--- src/rtl/vga_timing_gen.sv ---
`default_nettype none
// ============================================================================
// Module : vga_timing_gen
// Brief  : Parametrised VGA raster timing generator with a pixel-tick divider
//          and a latency-matching delay line on sync/blank.
// Rev    : 1.0  initial release
// ============================================================================
module vga_timing_gen #(
    parameter int H_ACTIVE = 640,
    parameter int H_FP     = 16,
    parameter int H_SYNC   = 96,
    parameter int H_BP     = 48,
    parameter int V_ACTIVE = 480,
    parameter int V_FP     = 10,
    parameter int V_SYNC   = 2,
    parameter int V_BP     = 33,
    parameter bit H_POL    = 1'b0,
    parameter bit V_POL    = 1'b0,
    parameter int CLK_DIV  = 2,
    parameter int PIPE_DLY = 1,
    parameter int CW       = 11
) (
    input  logic          Clk,
    input  logic          Reset,
    input  logic          Enable,
    output logic          PixelEn,
    output logic [CW-1:0] PixelX,
    output logic [CW-1:0] PixelY,
    output logic          Active,
    output logic          Hsync,
    output logic          Vsync,
    output logic          VGA_blank,
    output logic          LineStart,
    output logic          FrameStart,
    output logic [7:0]    FrameCount
);

    localparam int H_TOTAL = H_ACTIVE + H_FP + H_SYNC + H_BP;
    localparam int V_TOTAL = V_ACTIVE + V_FP + V_SYNC + V_BP;
    localparam int DW      = (CLK_DIV > 1) ? $clog2(CLK_DIV) : 1;

    localparam logic [DW-1:0] DIV_LAST     = DW'(CLK_DIV - 1);
    localparam logic [CW-1:0] H_LAST       = CW'(H_TOTAL - 1);
    localparam logic [CW-1:0] V_LAST       = CW'(V_TOTAL - 1);
    localparam logic [CW-1:0] H_ACT        = CW'(H_ACTIVE);
    localparam logic [CW-1:0] V_ACT        = CW'(V_ACTIVE);
    localparam logic [CW-1:0] H_SYNC_FIRST = CW'(H_ACTIVE + H_FP);
    localparam logic [CW-1:0] H_SYNC_LAST  = CW'(H_ACTIVE + H_FP + H_SYNC - 1);
    localparam logic [CW-1:0] V_SYNC_FIRST = CW'(V_ACTIVE + V_FP);
    localparam logic [CW-1:0] V_SYNC_LAST  = CW'(V_ACTIVE + V_FP + V_SYNC - 1);
    // Idle stage contents: {hsync, vsync, blank}
    localparam logic [2:0]    PIPE_IDLE    = {~H_POL, ~V_POL, 1'b0};

    logic [DW-1:0] div_q, div_d;
    logic [CW-1:0] x_q, x_d;
    logic [CW-1:0] y_q, y_d;
    logic [7:0]    frame_cnt_q, frame_cnt_d;
    logic          pix_en_q, pix_en_d;
    logic          line_start_q, line_start_d;
    logic          frame_start_q, frame_start_d;

    logic          w_tick;
    logic          w_h_wrap;
    logic          w_v_wrap;
    logic          w_active;
    logic          w_h_s;
    logic          w_v_s;
    logic [2:0]    w_decode;
    logic [2:0]    w_pipe_out;

    always_comb begin
        div_d         = div_q;
        x_d           = x_q;
        y_d           = y_q;
        frame_cnt_d   = frame_cnt_q;
        w_tick        = 1'b0;
        w_h_wrap      = 1'b0;
        w_v_wrap      = 1'b0;

        if (Enable) begin
            w_tick = (div_q == DIV_LAST);
            div_d  = w_tick ? '0 : div_q + DW'(1);
        end

        w_h_wrap = w_tick && (x_q == H_LAST);
        w_v_wrap = w_h_wrap && (y_q == V_LAST);

        if (w_tick) begin
            x_d = w_h_wrap ? '0 : x_q + CW'(1);
            if (w_h_wrap) begin
                y_d = w_v_wrap ? '0 : y_q + CW'(1);
            end
            if (w_v_wrap) begin
                frame_cnt_d = frame_cnt_q + 8'd1;
            end
        end

        // Pulses are registered alongside the counter move they describe
        pix_en_d      = w_tick;
        line_start_d  = w_h_wrap;
        frame_start_d = w_v_wrap;
    end

    always_ff @(posedge Clk) begin
        if (Reset) begin
            div_q         <= '0;
            x_q           <= '0;
            y_q           <= '0;
            frame_cnt_q   <= '0;
            pix_en_q      <= 1'b0;
            line_start_q  <= 1'b0;
            frame_start_q <= 1'b0;
        end else begin
            div_q         <= div_d;
            x_q           <= x_d;
            y_q           <= y_d;
            frame_cnt_q   <= frame_cnt_d;
            pix_en_q      <= pix_en_d;
            line_start_q  <= line_start_d;
            frame_start_q <= frame_start_d;
        end
    end

    assign w_active = (x_q < H_ACT) && (y_q < V_ACT);
    assign w_h_s    = (x_q >= H_SYNC_FIRST) && (x_q <= H_SYNC_LAST);
    assign w_v_s    = (y_q >= V_SYNC_FIRST) && (y_q <= V_SYNC_LAST);
    assign w_decode = {(w_h_s ? H_POL : ~H_POL), (w_v_s ? V_POL : ~V_POL), w_active};

    generate
        if (PIPE_DLY == 0) begin : g_no_pipe
            assign w_pipe_out = w_decode;
        end else begin : g_pipe
            logic [3*PIPE_DLY-1:0] pipe_q, pipe_d;
            logic [3*PIPE_DLY+2:0] w_chain;

            // Stage 0 sits in the low bits; the oldest stage drives the pins
            assign w_chain    = {pipe_q, w_decode};
            assign w_pipe_out = w_chain[3*PIPE_DLY+2 -: 3];

            always_comb begin
                pipe_d = pipe_q;
                if (w_tick) begin
                    pipe_d = w_chain[3*PIPE_DLY-1:0];
                end
            end

            always_ff @(posedge Clk) begin
                if (Reset) begin
                    pipe_q <= {PIPE_DLY{PIPE_IDLE}};
                end else begin
                    pipe_q <= pipe_d;
                end
            end
        end
    endgenerate

    assign PixelEn    = pix_en_q;
    assign PixelX     = x_q;
    assign PixelY     = y_q;
    assign Active     = w_active;
    assign Hsync      = w_pipe_out[2];
    assign Vsync      = w_pipe_out[1];
    assign VGA_blank  = w_pipe_out[0];
    assign LineStart  = line_start_q;
    assign FrameStart = frame_start_q;
    assign FrameCount = frame_cnt_q;

endmodule
`default_nettype wire

--- config.mk ---
export PLATFORM = sky130hd
export DESIGN_NAME = vga_timing_gen
export DESIGN_NICKNAME = d
export VERILOG_FILES = /design/src/rtl/vga_timing_gen.sv
export SDC_FILE = /design/constraint.sdc
export NUM_CORES = 1
export LEC_CHECK = 0
export CORE_MARGIN = 4
export CORE_UTILIZATION = 49
export DETAILED_ROUTE_END_ITERATION = 8
export PLACE_DENSITY = 0.78
export SLEW_MARGIN = 15
export SYNTH_ARGS = -nofsm -noshare
export SYNTH_HDL_FRONTEND = slang
export SYNTH_SLANG_ARGS = --single-unit
--- constraint.sdc ---
create_clock -name Clk -period 2.45 [get_ports Clk]
set_input_delay 0.3675 -clock Clk [delete_from_list [all_inputs] [get_ports Clk]]
set_output_delay 0.3675 -clock Clk [all_outputs]
set_load 0.01 [all_outputs]
==> out/results.ini, run 1 <==
[sta]
finClkSkew_ns = 0.006270
tightest_slew_ns = 0.5729
max_slew_margin = 0.6168
final-hold-violation-count = 0
timing.final.crit_share = 0.9138
fmax_mhz = 446.6
slew_viol_final = 0
finalSetupViolCount = 0
min_period_ns = 2.239
hold_slack_ns = 0.4804
rsz0062_at_grt = no
finalSetupTns_ns = 0

[setup_path]
critPathArrivalTime_ns = 2.50
reg2reg_depth = 4
r2r-start = PixelY[9]
timing.rr.end = FrameCount[7]
startpoint_type = flop
critPathKind = flop to flop
worstPathRequired_ns = 2.71
crit_path_start = PixelY[9]
rrSetupSlack_ns = 0.21
end_kind = flop
critPathMaxFanout = 6

[detailed_routing]
drt-total-wl_um = 4244
drt-initial-drc-count = 66
vias = 1694
first_pass_iters = 4
wire_per_inst_um = 14.24
ant_nets = 0
via_per_inst = 5.685
drc_errors = 0

[worst_hold_path]
worstHoldStart = g_pipe.pipe_q[1]
min_path_cells = 1
whs_endpoint = g_pipe.pipe_q[1]
min_path_type = flop to flop

[floorplanning]
die_x_um = 68.01
start_util = 0.5165
die-area_mm2 = 0.004625
io_pins = 40
core_mm2 = 0.003416
die_h_um = 68.01
rows = 21

[synth]
syn_area_mm2 = 0.001764
async_flop_share = 0
ys_types = 39
synth_flop_cell = dfxtp_1
synthMostInstantiatedCell = dfxtp_1
synth_top_area_frac = 0.4199
syn_avg_cell_area_um2 = 8.523
synth_largest_area_cell = dfxtp_1
ys_ff_latch = 37
synth.top_cells.by_count = dfxtp_1 (37), a21oi_1 (19), nor2_1 (18)
synth_edf_count = 0
ys_top_cells_by_area = dfxtp_1 (42%), a21oi_1 (5.4%), xnor2_1 (5.0%)
syn-instance-count = 207
ys_seq_area_frac = 0.4199
yosys_warnings = 0
synth.net_count = 214

[clock_network]
htree_levels = 2
cts_buffers = 5
cts_hold_buffers = 0
cts.sinks = 37
cts_tree = done
clockBufferDepth = 2
post-cts-setup-buffer-count = 0
cts-root-buf = clkbuf_4
path_clk_slew_ns = 0.11
ctsResizeCount = 0
clock_latency_ns = 0.35

[global_routing]
grt_pass1_wl_um = 7127
grt_max_degree = 17
grt-ovfl-total = 0
grt_pass1_vias = 1556
grt_usage = 0.2062
antenna_found_initial = 0

[place]
gp_congestion = 0.8538
dpl.cell_count = 290
portBuffers = 39
hpwl_um = 3066

[flow_run]
maxCapViolations = 0

[power]
p_leak_nw = 0.7224
powerDensity_mw_per_mm2 = 428.1
vdd_drop_max_mv = 0.2810
finalPower_mw = 0.9771

[outcome]
status = completed

[final_layout]
fin_nets = 258
nFillCells = 292
instances_no_fill = 298
area_growth_pct = 29.36
fin_util = 0.6681
diodes = 0
layout-drive-gt1-share = 0.09524

## final cells by class
cell class                 count  area (um^2)  area share
clock buffer                   5        37.54     0.01645
clock inverter                 3        17.52    0.007675
inverter                       6        22.52    0.009868
multi-input combinational    154        955.9      0.4189
sequential                    37        740.7      0.3246
tap                           46        57.56     0.02522
timing repair buffer          47        450.4      0.1974
## cells in the final DEF, fill, tap and decap left out, types with 2 or more instances in the layout
cell type	synthesis	final
dfxtp_1	37	37
clkdlybuf4s50_1	0	39
ha_1	4	4
nand4_1	7	7
or4_1	9	9
clkbuf_4	0	5
or2_2	2	2
inv_1	6	6
or3_1	6	6
nor2b_1	2	2
nor4_1	5	5
o21ai_0	7	7
clkinv_2	0	2
nor3_1	9	9
xnor2_1	10	10
buf_4	0	8
nand2_1	14	14
and3_1	2	2
nor2_1	18	18
o31ai_1	9	9
nand3b_1	2	2
a21oi_1	19	19
nand3_1	12	12
## power by group
group / switching [mW] / internal [mW]
clock: 0.213 / 0.108
combinational: 0.0236 / 0.0195
sequential: 0.00556 / 0.607
total: 0.242 / 0.735
## critical path, stage by stage, from the launching register on
cell and delay [ns]:
dfxtp_1 0.44, or4bb_4 0.57, or4_1 0.55, nor3_1 0.23
mux2_2 0.36
## metrics by stage
| stage | instance area [um^2] | setup slack (ns) |
|---|---|---|
| after floorplan | 1764 | 0.2389 |
| after global placement | 2227 | 0.1890 |
| after detailed placement | 2227 | 0.1233 |
| after CTS | 2282 | 0.1936 |
| after global routing | 2282 | 0.08979 |
| final | 2282 | 0.2111 |
## logic make-up after synthesis
family,count (synthesis),share of synthesized area
compound gates,41,0.1383
mux,2,0.01206
simple gates,96,0.3085
flops,37,0.4199
fa+ha+maj,4,0.02837
buf+inv,16,0.03830
xor+xnor,11,0.05461
## sequential cells by signal (all words and copies together), names as in the netlist
signal / cells
g_pipe.pipe_q: 3
LineStart: 1
PixelEn: 1
FrameCount: 8
PixelX: 11
FrameStart: 1
div_q: 1
PixelY: 11
## per-layer routing
layer / wire length (um) / up-vias / track usage
met5: 0 / - / 0
met4: 70 / 0 / 0.1067
li1: - / 857 / -
met3: 227 / 7 / 0.03941
met2: 2012 / 45 / 0.3285
met1: 1933 / 785 / 0.2631
## worst max path at each step
stage                     to  slack (ns)  cells past startpoint
5_1_grt        FrameCount[7]        0.09                      6
2_1_floorplan  FrameCount[7]        0.24                      6
4_1_cts        FrameCount[7]        0.19                      6
3_5_place_dp   FrameCount[3]        0.12                      6
3_3_place_gp   FrameCount[3]        0.19                      6
6_report       FrameCount[7]        0.21                      4
(Power assumes the default switching activity.)
==> run 2: changes to the inputs <==
--- a/config.mk
+++ b/config.mk
@@ -5,6 +5,7 @@
 export SDC_FILE = /design/constraint.sdc
 export NUM_CORES = 1
 export LEC_CHECK = 0
+export CAP_MARGIN = 20
 export CORE_MARGIN = 4
 export CORE_UTILIZATION = 49
 export DETAILED_ROUTE_END_ITERATION = 8
==> results of run 2 <==
No change in the layout: final DEF, timing and power equal those of run 1.
==> run 3: changes to the inputs <==
--- a/config.mk
+++ b/config.mk
@@ -5,11 +5,12 @@
 export SDC_FILE = /design/constraint.sdc
 export NUM_CORES = 1
 export LEC_CHECK = 0
+export ABC_AREA = 1
 export CAP_MARGIN = 20
 export CORE_MARGIN = 4
-export CORE_UTILIZATION = 49
+export CORE_UTILIZATION = 51
 export DETAILED_ROUTE_END_ITERATION = 8
-export PLACE_DENSITY = 0.78
+export PLACE_DENSITY = 0.79
 export SLEW_MARGIN = 15
 export SYNTH_ARGS = -nofsm -noshare
 export SYNTH_HDL_FRONTEND = slang
==> run 3 against run 2 <==
Compared with the run above:
- first-iteration DRC count increased by 130%
- clock skew decreased by 0.00068 ns
- critical path type is now flop to output port
- critical path depth increased by 1
- cell count increased by 31%
- hold slack got worse by 0.030 ns
==> out/results.ini, run 3 <==
[detailed_routing]
ant_nets = 0
wire_per_inst_um = 12.40
drt-total-wl_um = 4850
drt-initial-drc-count = 155
via_per_inst = 5.215
vias = 2039
drc_errors = 0
first_pass_iters = 5

[sta]
timing.final.crit_share = 0.9177
final-hold-violation-count = 0
fmax_mhz = 444.7
finalSetupViolCount = 0
min_period_ns = 2.248
finClkSkew_ns = 0.005595
finalSetupTns_ns = 0
tightest_slew_ns = 0.3664
slew_viol_final = 0
max_slew_margin = 0.7550
rsz0062_at_grt = no

[clock_network]
htree_levels = 2
cts-root-buf = clkbuf_8
cts_hold_buffers = 0
cts_buffers = 5
post-cts-setup-buffer-count = 0
cts_tree = done
clock_latency_ns = 0.29
clockBufferDepth = 2
path_clk_slew_ns = 0.07
ctsResizeCount = 0
cts.sinks = 37

[global_routing]
antenna_found_initial = 0
grt_usage = 0.2038
grt-ovfl-total = 0
grt_max_degree = 12
grt_pass1_wl_um = 8383
grt_pass1_vias = 1820

[final_layout]
layout_commonest_cell = nand2_1
final_cell_mix = nand2_1 (66), nor2_1 (49), clkdlybuf4s50_1 (39)
ff_latch_area_um2 = 740.7
multi_input_area_mm2 = 0.001100
nFillCells = 355
area_growth_pct = 25.28
fin_nets = 349
fin_util = 0.6741
diodes = 0
layout-drive-gt1-share = 0.09913

[floorplanning]
die-area_mm2 = 0.005019
rows = 22
io_pins = 40
die_h_um = 70.85
start_util = 0.5381
core_mm2 = 0.003744
die_x_um = 70.85

[setup_path]
timing.rr.end = FrameCount[0]
critPathArrivalTime_ns = 1.88
critPathCapture = Active
crit_top_cell = inv_1
crit_path_start = PixelY[8]
startpoint_type = flop
crit_path_cell_trace = inv_1 -> nor3_1 -> or2_2 -> inv_1 -> clkdlybuf4s50_1
critPathMaxFanout = 7
worstPathRequired_ns = 2.08
critPathKind = flop to output port
rrSetupSlack_ns = 0.73
reg2reg_depth = 8
end_kind = output port
r2r-start = PixelX[0]
cp_slowest_cell = dfxtp_1
max_stage_delay_ns = 0.47

[synth]
syn_avg_cell_area_um2 = 6.737
syn_area_mm2 = 0.002014
ys_seq_area_frac = 0.3677
yosys_warnings = 0
ys_types = 28
synth.top_cells.by_count = nand2_1 (66), nor2_1 (49), dfxtp_1 (37)
ys_top_cells_by_area = dfxtp_1 (37%), nand2_1 (12%), nor2_1 (9.1%)
ys_ff_latch = 37
synth_edf_count = 0
synth_flop_cell = dfxtp_1
async_flop_share = 0
synth_largest_area_cell = dfxtp_1
syn-instance-count = 299
synth_top_area_frac = 0.3677
synthMostInstantiatedCell = nand2_1
synth.net_count = 306

[worst_hold_path]
min_path_type = flop to flop

[place]
gp_congestion = 0.9304
hpwl_um = 3737
portBuffers = 39

[flow_run]
maxCapViolations = 0

[outcome]
status = completed

[power]
powerDensity_mw_per_mm2 = 419.8
p_leak_nw = 0.9492
finalPower_mw = 1.059
vdd_drop_max_mv = 0.3656

run 3: how the worst min path moves through the flow:
stage | start | to | slack, ns | cells after the start
after CTS | g_pipe.pipe_q[0] | g_pipe.pipe_q[0] | 0.45 | 2
after floorplan | g_pipe.pipe_q[0] | g_pipe.pipe_q[0] | 0.47 | 2
after global placement | g_pipe.pipe_q[0] | g_pipe.pipe_q[0] | 0.44 | 2
after global routing | g_pipe.pipe_q[0] | g_pipe.pipe_q[0] | 0.49 | 2
after detailed placement | g_pipe.pipe_q[0] | g_pipe.pipe_q[0] | 0.44 | 2
final | g_pipe.pipe_q[0] | g_pipe.pipe_q[0] | 0.45 | 2
run 3: cell type report:
cell class                      count  share of cell area
Inverter                           38             0.05652
Timing Repair Buffer               40              0.1577
Sequential cell                    37              0.2935
Clock buffer                        6             0.02876
Clock inverter                      2            0.003966
Tap cell                           48             0.02380
Multi-Input combinational cell    220              0.4358
run 3: power by group:
group	switching, mW	total (mW)	internal, mW
combinational	0.0257	0.0404	0.0146
sequential	0.00405	0.610	0.605
clock	0.213	0.410	0.197
total	0.242	1.06	0.817
run 3: stage by stage:
| step | worst slack, ns | instances | hold slack (ns) | instance area (um^2) |
|---|---|---|---|---|
| floorplan | 0.9214 | 299 | 0.4736 | 2014 |
| global placement | 0.5291 | 383 | 0.4354 | 2441 |
| detailed placement | 0.5115 | 383 | 0.4439 | 2441 |
| CTS | 0.1913 | 391 | 0.4540 | 2524 |
| global route | 0.1079 | 391 | 0.4923 | 2524 |
| finish | 0.2015 | 391 | 0.4508 | 2524 |
run 3: logic make-up after synthesis:
kind of cell             after synthesis  synth area share
AO/OA/AOI/OAI                         26           0.06957
AND/OR/NAND/NOR                      185            0.4298
buffers and inverters                 42           0.08633
XOR/XNOR                               5           0.02174
adder cells (fa/ha/maj)                4           0.02485
flip-flops                            37            0.3677
run 3: per-layer routing:
metal	share of wire	vias up	track usage
li1	-	1051	-
met1	0.51	920	0.3034
met2	0.43	63	0.2956
met3	0.059	5	0.05398
met4	0.0064	0	0.04175
met5	0	-	0
run 3: critical path: cells and delay by family, from the launching register on:
kind | cells | cell delay (ns)
buf+inv | 3 | 0.63
simple gates | 2 | 0.48
flops | 1 | 0.47
